$ cat src/rtl/lm32_divider.sv
`default_nettype none
// ============================================================================
// Module      : lm32_divider
// Description : Multicycle radix-2 non-restoring integer divider for the LM32
//               execute stage. Produces quotient and remainder for signed or
//               unsigned operands using a start/done handshake. Supports
//               abort via kill_i and flags division by zero.
// Revision    : 1.0 - initial release
// ============================================================================
module lm32_divider #(
  parameter int WIDTH = 32
) (
  input  logic             clk_i,
  input  logic             rst_n_i,
  input  logic             start_i,
  input  logic             kill_i,
  input  logic             signed_i,
  input  logic [WIDTH-1:0] operand_0,
  input  logic [WIDTH-1:0] operand_1,
  output logic             busy_o,
  output logic             done_o,
  output logic [WIDTH-1:0] quotient_o,
  output logic [WIDTH-1:0] remainder_o,
  output logic             div_by_zero_o
);

  localparam int CNT_W = $clog2(WIDTH);
  localparam logic [CNT_W-1:0] C_CNT_INIT = CNT_W'(WIDTH - 1);

  typedef enum logic [1:0] {
    S_IDLE   = 2'd0,
    S_DIVIDE = 2'd1,
    S_FIXUP  = 2'd2,
    S_DONE   = 2'd3
  } state_t;

  state_t r_state;
  state_t w_state_next;

  // Iteration state
  logic [CNT_W-1:0] r_count;
  logic [WIDTH:0]   r_rem;     // signed partial remainder, one guard bit
  logic [WIDTH-1:0] r_quo;     // dividend shifts out, quotient bits shift in
  logic [WIDTH-1:0] r_div;     // divisor magnitude
  logic             r_neg_q;   // quotient must be negated at the end
  logic             r_neg_r;   // remainder must be negated at the end

  // Launch-time decode
  logic             w_launch;
  logic             w_div_zero;
  logic             w_neg_0;
  logic             w_neg_1;
  logic [WIDTH-1:0] w_abs_0;
  logic [WIDTH-1:0] w_abs_1;

  // Iteration / correction datapath
  logic [WIDTH:0]   w_div_ext;
  logic [WIDTH:0]   w_shift;
  logic [WIDTH:0]   w_rem_step;
  logic [WIDTH-1:0] w_rem_fix;
  logic [WIDTH-1:0] w_quo_final;
  logic [WIDTH-1:0] w_rem_final;
  logic             w_write_result;

  // A start is only honoured in IDLE, and a same-cycle kill suppresses it.
  assign w_launch   = (r_state == S_IDLE) && start_i && !kill_i;
  assign w_div_zero = (operand_1 == '0);

  // Magnitudes are taken only for signed operation. Negating the most
  // negative value yields the same bit pattern, which read as unsigned is
  // exactly 2^(WIDTH-1), so no special case is needed.
  assign w_neg_0 = signed_i && operand_0[WIDTH-1];
  assign w_neg_1 = signed_i && operand_1[WIDTH-1];
  assign w_abs_0 = w_neg_0 ? ('0 - operand_0) : operand_0;
  assign w_abs_1 = w_neg_1 ? ('0 - operand_1) : operand_1;

  // One non-restoring step: shift the next dividend bit into the partial
  // remainder, then subtract the divisor if the remainder was non-negative
  // or add it back if it was negative. The arithmetic wraps in WIDTH+1 bits,
  // which is safe because the post-step magnitude is always below the divisor.
  assign w_div_ext  = {1'b0, r_div};
  assign w_shift    = {r_rem[WIDTH-1:0], r_quo[WIDTH-1]};
  assign w_rem_step = r_rem[WIDTH] ? (w_shift + w_div_ext) : (w_shift - w_div_ext);

  // A negative final partial remainder is one divisor too low; only the low
  // WIDTH bits of the corrected value are significant.
  assign w_rem_fix = r_rem[WIDTH] ? (r_rem[WIDTH-1:0] + r_div) : r_rem[WIDTH-1:0];

  // Apply the signs latched at launch (truncating division: the remainder
  // takes the dividend's sign).
  assign w_quo_final = r_neg_q ? ('0 - r_quo)     : r_quo;
  assign w_rem_final = r_neg_r ? ('0 - w_rem_fix) : w_rem_fix;

  // A killed FIXUP must leave the previously published results untouched.
  assign w_write_result = (r_state == S_FIXUP) && !kill_i;

  // State register
  always_ff @(posedge clk_i or negedge rst_n_i) begin
    if (!rst_n_i) begin
      r_state <= S_IDLE;
    end else begin
      r_state <= w_state_next;
    end
  end

  // Next-state decode and handshake outputs
  always_comb begin
    w_state_next = r_state;
    busy_o       = 1'b0;
    done_o       = 1'b0;
    case (r_state)
      S_IDLE: begin
        if (w_launch) begin
          w_state_next = w_div_zero ? S_DONE : S_DIVIDE;
        end
      end
      S_DIVIDE: begin
        busy_o = 1'b1;
        if (kill_i) begin
          w_state_next = S_IDLE;
        end else if (r_count == '0) begin
          w_state_next = S_FIXUP;
        end
      end
      S_FIXUP: begin
        busy_o       = 1'b1;
        w_state_next = kill_i ? S_IDLE : S_DONE;
      end
      S_DONE: begin
        done_o       = 1'b1;
        w_state_next = S_IDLE;
      end
      default: begin
        w_state_next = S_IDLE;
      end
    endcase
  end

  // Operand capture at launch and one quotient bit per DIVIDE cycle
  always_ff @(posedge clk_i or negedge rst_n_i) begin
    if (!rst_n_i) begin
      r_count <= '0;
      r_rem   <= '0;
      r_quo   <= '0;
      r_div   <= '0;
      r_neg_q <= 1'b0;
      r_neg_r <= 1'b0;
    end else if (w_launch) begin
      r_count <= C_CNT_INIT;
      r_rem   <= '0;
      r_quo   <= w_abs_0;
      r_div   <= w_abs_1;
      r_neg_q <= w_neg_0 ^ w_neg_1;
      r_neg_r <= w_neg_0;
    end else if (r_state == S_DIVIDE) begin
      r_rem <= w_rem_step;
      r_quo <= {r_quo[WIDTH-2:0], ~w_rem_step[WIDTH]};
      if (r_count != '0) begin
        r_count <= r_count - 1'b1;
      end
    end
  end

  // Result registers: written by the divide-by-zero shortcut or by FIXUP,
  // otherwise held so software sees the last completed operation
  always_ff @(posedge clk_i or negedge rst_n_i) begin
    if (!rst_n_i) begin
      quotient_o    <= '0;
      remainder_o   <= '0;
      div_by_zero_o <= 1'b0;
    end else if (w_launch && w_div_zero) begin
      quotient_o    <= '0;
      remainder_o   <= operand_0;
      div_by_zero_o <= 1'b1;
    end else if (w_write_result) begin
      quotient_o    <= w_quo_final;
      remainder_o   <= w_rem_final;
      div_by_zero_o <= 1'b0;
    end
  end

endmodule
`default_nettype wire

$ cat config.mk
export PLATFORM = sky130hd
export DESIGN_NAME = lm32_divider
export DESIGN_NICKNAME = d
export VERILOG_FILES = /design/src/rtl/lm32_divider.sv
export SDC_FILE = /design/constraint.sdc
export NUM_CORES = 1
export LEC_CHECK = 0
export CAP_MARGIN = 20
export CORE_UTILIZATION = 40
export DETAILED_ROUTE_END_ITERATION = 8
export SYNTH_ARGS = -nofsm -noshare
export SYNTH_HDL_FRONTEND = slang
export SYNTH_SLANG_ARGS = --single-unit
$ cat constraint.sdc
create_clock -name clk_i -period 9.85 [get_ports clk_i]
set_clock_uncertainty 0.15 [all_clocks]
set_input_delay 1.97 -clock clk_i [delete_from_list [all_inputs] [get_ports clk_i]]
set_output_delay 1.97 -clock clk_i [all_outputs]
set_load 0.01 [all_outputs]
==> summary.txt, run 1 <==
Worst Hold End - div_by_zero_o$_DFFE_PN0P_
Fin Setup TNS - 0 ns
Main synth FF type - dfrtp_1
first-pass GRT wire length - 64.5 mm
Unique masters post-synth - 79
CTS tree - yes
Max Cap Viol - 0
fin. max-slew vios - 0
Static Leak - 6.72 nW
remaining antenna violation count - 0
Nets - 2008
initial antenna violation count - 0
Total GRT Usage - 0.221
fraction of layout cells with a size suffix above 1 - 0.0453
Final Setup Violations - 0
GPL Wtd Cong - 0.883
Hold WC Path Type - flop to flop
Yosys warning total - 0
vias in the first global route - 12300
unrepaired setup endpoints after global routing - false
post_cts resized - 0
critical path class - flop to flop
Worst-path clk slew - 0.08 ns
min-delay src - div_by_zero_o$_DFFE_PN0P_
Post-Syn Instances - 1789
R2R Path End - r_quo[0]$_DFFE_PN0P_
Crit Reg-Reg Startpoint - r_div[1]$_DFFE_PN0P_
Avg Inst Size Synth - 8.04 um2
DRC Markers - 0
number of flops mapped to enable cells by yosys - 0
worst-margin pin slew - 1.08 ns
vias - 13100
Worst EP arrival - 5.65 ns
Hold Fails Final Rpt - 0
Longest Clk Path Bufs - 2
placed cell count - 2302
fmax - 0.185 GHz
critical path peak fanout - 6
Period Utilization, post-route - 0.549
die height - 192 um
Ports - 136
Core Box Area - 35500 um2
GR Overflow Total - 0
full die area - 36700 um2
PortBufs - 135
Post-synth ARST share - 1.00
dpl hpwl - 30.3 mm
Reg2Reg Depth - 13
PnR Total Power - 7.00 mW
Post-CTS Hold Fix Bufs - 0
Clock Sinks - 171
Critical Path End Type - flop
final worst path period need - 5.40 ns
syn_nets - 1935
CTS HTree Levels - 4
register area share after synthesis - 0.297
DR vias/cell - 5.61
routed len/inst - 17.0 um
status - finished, final reports clean
Pwr per Cell Area - 419 nW/um2
P&R area growth vs syn - 16.2%
Pre-Repair DR Iteration Count - 7
synthesized area - 14400 um2
FP Rows - 69
maximum number of pins on one net before global-route repair - 89
reg-to-reg setup timing slack - 4.45 ns
Initial Util - 0.405
1st-iter DRT viols - 931
worst hold stages - 2
flops & latches, synth - 171
slew margin rel. - 0.268
element type at the critical path start - flop
worst path required time - 10.09 ns
Layout Cells excl Fill - 2336
clk_lat worst skew - 0.46 ns
WL final - 39.7 mm
TritonCTS buffer count - 17
antenna cell count - 0
CP startpoint - r_div[1]$_DFFE_PN0P_
Die X - 192 um
Worst VDD drop - 0.207 mV
CTS root buf - clkbuf_16
postcts setup bufs - 0
## synth_stat cells, drive strengths merged, types with 10 or more instances
cell      n  share of area
o21a     12         0.0063
o21ai   158          0.055
ha       75          0.065
clkbuf   71          0.019
nand4    16         0.0070
and3     12         0.0052
or3      21          0.010
or2      15         0.0067
nand2   213          0.056
dfrtp   171           0.30
nand3    34          0.012
a21oi   125          0.043
buf      23         0.0069
a211oi   43          0.023
inv      43          0.011
a21o     25          0.013
nor3     43          0.015
nand2b   18         0.0078
nor2b    12         0.0052
a211o    10         0.0062
o31ai    42          0.022
mux2i    57          0.040
xnor2    85          0.052
xor2     93          0.057
o41ai    15          0.010
o211ai   13         0.0068
nor2    178          0.046
a31oi    24          0.010
nor4     19         0.0083
## worst max path at each step
| stage | to | slack, ns | cells past startpoint |
|---|---|---|---|
| finish | r_quo[0]$_DFFE_PN0P_ | 4.45 | 13 |
| global route | r_quo[0]$_DFFE_PN0P_ | 3.77 | 14 |
| CTS | remainder_o[30]$_DFFE_PN0P_ | 4.33 | 12 |
| detailed placement | remainder_o[30]$_DFFE_PN0P_ | 3.84 | 13 |
| global placement | remainder_o[29]$_DFFE_PN0P_ | 4.00 | 13 |
| floorplan | r_quo[0]$_DFFE_PN0P_ | 3.55 | 23 |
## layer usage
metal	wire, um	GRT usage	up-vias
met5	0	0	-
met4	590	0.0577	0
met3	1600	0.0267	36
met2	17900	0.356	308
met1	19700	0.313	6114
li1	-	-	6653
## worst max-delay path, stage by stage (launching register included)
cell       delay [ns]
dfrtp_1          0.46
nor3_1           0.44
nor4b_1          0.71
a21oi_1          0.18
xor2_1           0.19
ha_1             0.39
nand4_1          0.13
a2111oi_0        0.31
nor3_1           0.18
o31ai_1          0.58
a41oi_1          0.30
o41ai_1          0.48
mux2i_1          0.62
a2bb2oi_1        0.19
## cells in the final DEF (no fill, tap or decap), drive strengths merged, types with 9 or more instances in the layout
master	synthesis	final
o211ai	13	13
or3	21	21
a211o	10	10
nor3	43	43
o21ai	158	158
a31oi	24	24
or4	9	9
ha	75	75
nand2	213	213
dfrtp	171	171
xor2	93	93
a21o	25	25
inv	43	51
nand4	16	16
o41ai	15	15
nor2	178	178
clkdlybuf4s50	0	134
o21a	12	12
and2	9	9
and3	12	12
buf	23	14
o31ai	42	42
o21bai	9	9
nor4	19	19
a21oi	125	125
nor2b	12	12
mux2i	57	57
clkbuf	71	18
nand3	34	34
nand2b	18	18
a211oi	43	43
or2	15	15
a2111oi	9	9
xnor2	85	85
## stage by stage
| stage | setup WS (ns) | hold WS [ns] | area [um2] | utilization |
|---|---|---|---|---|
| 2_1_floorplan | 3.55 | 0.325 | 14400 | - |
| 3_3_place_gp | 4.00 | 0.322 | 16100 | 0.453 |
| 3_5_place_dp | 3.84 | 0.338 | 16100 | 0.453 |
| 4_1_cts | 4.33 | 0.358 | 16700 | 0.470 |
| 5_1_grt | 3.77 | 0.380 | 16700 | 0.471 |
| 6_report | 4.45 | 0.365 | 16700 | 0.471 |
## sequential cells by signal, indices dropped and copies added, names as in the netlist
signal / flops
r_neg_q: 1
r_div: 32
quotient_o: 32
r_quo: 32
r_state: 2
r_count: 5
r_neg_r: 1
remainder_o: 32
r_rem: 33
div_by_zero_o: 1
## layout make-up
type | instances | area [um2]
multi-input combinational | 1479 | 9610
inverter | 45 | 169
fill | 3548 | 18800
clock buffer | 18 | 429
timing repair buffer | 148 | 1480
tap | 461 | 577
sequential | 171 | 4280
clock inverter | 14 | 175
## kinds of logic (layout without fill, tap and decap cells)
kind of cell / after synthesis / after routing / synth area share
flip-flops: 171 / 171 / 0.297
multiplexers: 63 / 63 / 0.0444
adder cells (fa/ha/maj): 77 / 77 / 0.0680
buffers and inverters: 139 / 225 / 0.0371
XOR/XNOR: 179 / 179 / 0.110
AND/OR/NAND/NOR: 623 / 623 / 0.202
AO/OA/AOI/OAI: 537 / 537 / 0.241
## where the power goes
part / internal [mW] / total [mW] / switching, mW
Sequential: 1.05 / 1.50 / 0.453
Combinational: 2.10 / 4.80 / 2.69
Clock: 0.384 / 0.704 / 0.320
Total: 3.54 / 7.00 / 3.47
No activity file was read; power rests on OpenSTA's default activity.
==> run 2, diff against run 1 <==
==> constraint.sdc (replaced) <==
create_clock -name clk_i -period 4.59 [get_ports clk_i]
set_clock_uncertainty 0.15 [all_clocks]
set_input_delay 0.918 -clock clk_i [delete_from_list [all_inputs] [get_ports clk_i]]
set_output_delay 0.918 -clock clk_i [all_outputs]
set_load 0.01 [all_outputs]
==> run 2 against run 1 <==
  * Via count up 2.0%
  * Utilization up 1.9 points
  * Sequential power up 110%
  * Count of clock-buffer cells in the layout unchanged
  * Non-clock buffer count up 69
  * Sequential cell count unchanged
  * Fmax up 23%
  * Clock power up 120%
  * Largest cell class unchanged
==> summary.txt, run 2 (same netlist as run 1, synthesis figures left out) <==
routed len/inst - 16.8 um (-1.4%)
Final Setup Violations - 0 (unchanged)
commonest non-fill, non-tap cells in the layout - 212 x nand2_1, 177 x nor2_1, 169 x dfrtp_1
FF/Latch Area - 4280 um2 (about the same)
fillers - 3490 (-1.6%)
dpl hpwl - 31.4 mm (+3.8%)
unrepaired setup endpoints after global routing - true
worst-margin pin slew - 0.992 ns (-0.0925 ns)
FP Rows - 69 (unchanged)
GPL Wtd Cong - 0.881 (-0.17%)
max reg flops - 33 (unchanged)
element type at the critical path start - flop
fraction of layout cells with a size suffix above 1 - 0.0926 (+0.0473)
Pre-Repair DR Iteration Count - 7 (unchanged)
fin. max-slew vios - 0 (unchanged)
met2 Use GR - 0.365 (+0.00892)
worst-path cell chain - ha_1 -> buf_4 -> a21oi_1 -> nand2_2 -> and4b_1 -> or3_4 -> or3_4 -> or4_4 -> or2_4 -> or3_4 -> o41ai_2 -> xnor3_1 -> o22ai_1
PortBufs - 135 (unchanged)
CP max stage cell - or4_4
CP dominant cell by count - or3_4
clk_lat worst skew - 0.47 ns (about the same)
final worst path period need - 4.39 ns (-1.02 ns)
Longest Clk Path Bufs - 2 (unchanged)
Die X - 192 um (unchanged)
full die area - 36700 um2 (unchanged)
Period Utilization, post-route - 0.956 (+0.407)
CP top delay family - simple AND/OR/NAND/NOR gates
Max Cap Viol - 0 (unchanged)
fmax - 0.228 GHz (+23%)
Ports - 136 (unchanged)
WL final - 40.3 mm (+1.5%)
vias - 13400 (+2.0%)
critical path peak fanout - 8 (+2)
Hold Fails Final Rpt - 0 (unchanged)
placed cell count - 2366 (+2.8%)
Worst VDD drop - 0.390 mV (+88%)
vias in the first global route - 12700 (+2.7%)
GR Overflow Total - 0 (unchanged)
1st-iter DRT viols - 952 (+2.3%)
CTS root buf - clkbuf_16
commonest non-fill, non-tap cell in the layout - nand2_1
TritonCTS buffer count - 17 (unchanged)
Worst EP arrival - 4.62 ns (-1.03 ns)
Clock Sinks - 171 (unchanged)
Core Box Area - 35500 um2 (unchanged)
DR vias/cell - 5.56 (-0.88%)
met1 Track Usage GR - 0.312 (-0.00141)
area of the multi-input gates - 9730 um2 (+1.3%)
Hold WC Path Type - input pin to async pin
worst path required time - 4.82 ns (-5.27 ns)
Pwr per Cell Area - 918 nW/um2 (+120%)
critical path class - flop to flop
PnR Total Power - 16.0 mW (+130%)
Top reg by flops - r_rem
slew margin rel. - 0.330 (+0.0625)
status - finished, final reports clean
maximum number of pins on one net before global-route repair - 71 (-20%)
DRC Markers - 0 (unchanged)
antenna cell count - 0 (unchanged)
Static Leak - 7.08 nW (+5.4%)
Worst-path clk slew - 0.08 ns (about the same)
P&R area growth vs syn - 20.9%
busiest layer in global routing - met2
initial antenna violation count - 0 (unchanged)
CTS HTree Levels - 4 (unchanged)
first-pass GRT wire length - 65.4 mm (+1.3%)
Critical Path End Type - flop
Nets - 2077 (+3.4%)
die height - 192 um (unchanged)
Layout Cells excl Fill - 2405 (+3.0%)
Total GRT Usage - 0.223 (+0.00206)
Initial Util - 0.405 (unchanged)
CP max stage delay - 0.58 ns (-0.13 ns)
met3 Usage GRT - 0.0263 (-0.000365)
remaining antenna violation count - 0 (unchanged)
CP bufs+invs - 1 (+1)
CTS tree - yes
## run 2: cell types whose count changed in the layout (fill, tap and decap cells not counted), moves of 4 or more
cell / change
buf_4: +66
o21ai_0: -7
o21ai_1: +6
buf_12: +4
ha_1: -4
ha_2: +4
## run 2: area by class of cell
type,count,area share
clock buffer,18,0.0247
clock inverter,14,0.00993
inverter,45,0.00971
multi-input combinational,1479,0.559
sequential,171,0.246
tap,461,0.0332
timing repair buffer,217,0.117
## run 2: stage by stage
step	worst slack (ns)	hold WS, ns	instance area (um2)	utilization	TNS (ns)
6_report	0.203	0.287	17400	0.490	0
3_5_place_dp	0.0761	0.339	16600	0.468	0
4_1_cts	0.0628	0.299	17200	0.485	0
3_3_place_gp	0.0581	0.322	16600	0.468	0
5_1_grt	-0.0524	0.326	17400	0.490	-0.0847
2_1_floorplan	-0.144	0.325	14500	-	-0.278
## run 2: where the power goes
| group | total (mW) | leakage (nW) | internal [mW] | switching, mW |
|---|---|---|---|---|
| clock | 1.52 | 0.290 | 0.825 | 0.698 |
| combinational | 11.3 | 4.73 | 5.19 | 6.09 |
| sequential | 3.18 | 2.06 | 2.25 | 0.926 |
| total | 16.0 | 7.08 | 8.26 | 7.71 |
## run 2: worst paths after layout
kind | startpoint | endpoint | slack (ns) | cells after the start
setup reg to reg | r_rem[6]$_DFFE_PN0P_ | remainder_o[31]$_DFFE_PN0P_ | 0.20 | 13
hold / removal | rst_n_i | r_quo[4]$_DFFE_PN0P_ | 0.29 | 1
min in group clk_i | div_by_zero_o$_DFFE_PN0P_ | div_by_zero_o$_DFFE_PN0P_ | 0.36 | 2
max in group asynchronous | rst_n_i | r_div[1]$_DFFE_PN0P_ | 2.99 | 2
hold reg to reg | div_by_zero_o$_DFFE_PN0P_ | div_by_zero_o$_DFFE_PN0P_ | 0.36 | 2
setup / recovery | r_rem[6]$_DFFE_PN0P_ | remainder_o[31]$_DFFE_PN0P_ | 0.20 | 13
## run 2: timing repair
item / CTS / global route
hold buffers: 0 / 0
endpoints found under the setup margin: 0 / 20
resized for setup: 0 / 27
buffers inserted: 0 / 6
## run 2: per-layer routing
layer  vias to the layer above  share of wire  wire length (um)
li1                       6780              -                 -
met1                      6275           0.50             20000
met2                       287           0.45             18200
met3                        37          0.041              1630
met4                         0          0.013               519
met5                         -              0                 0
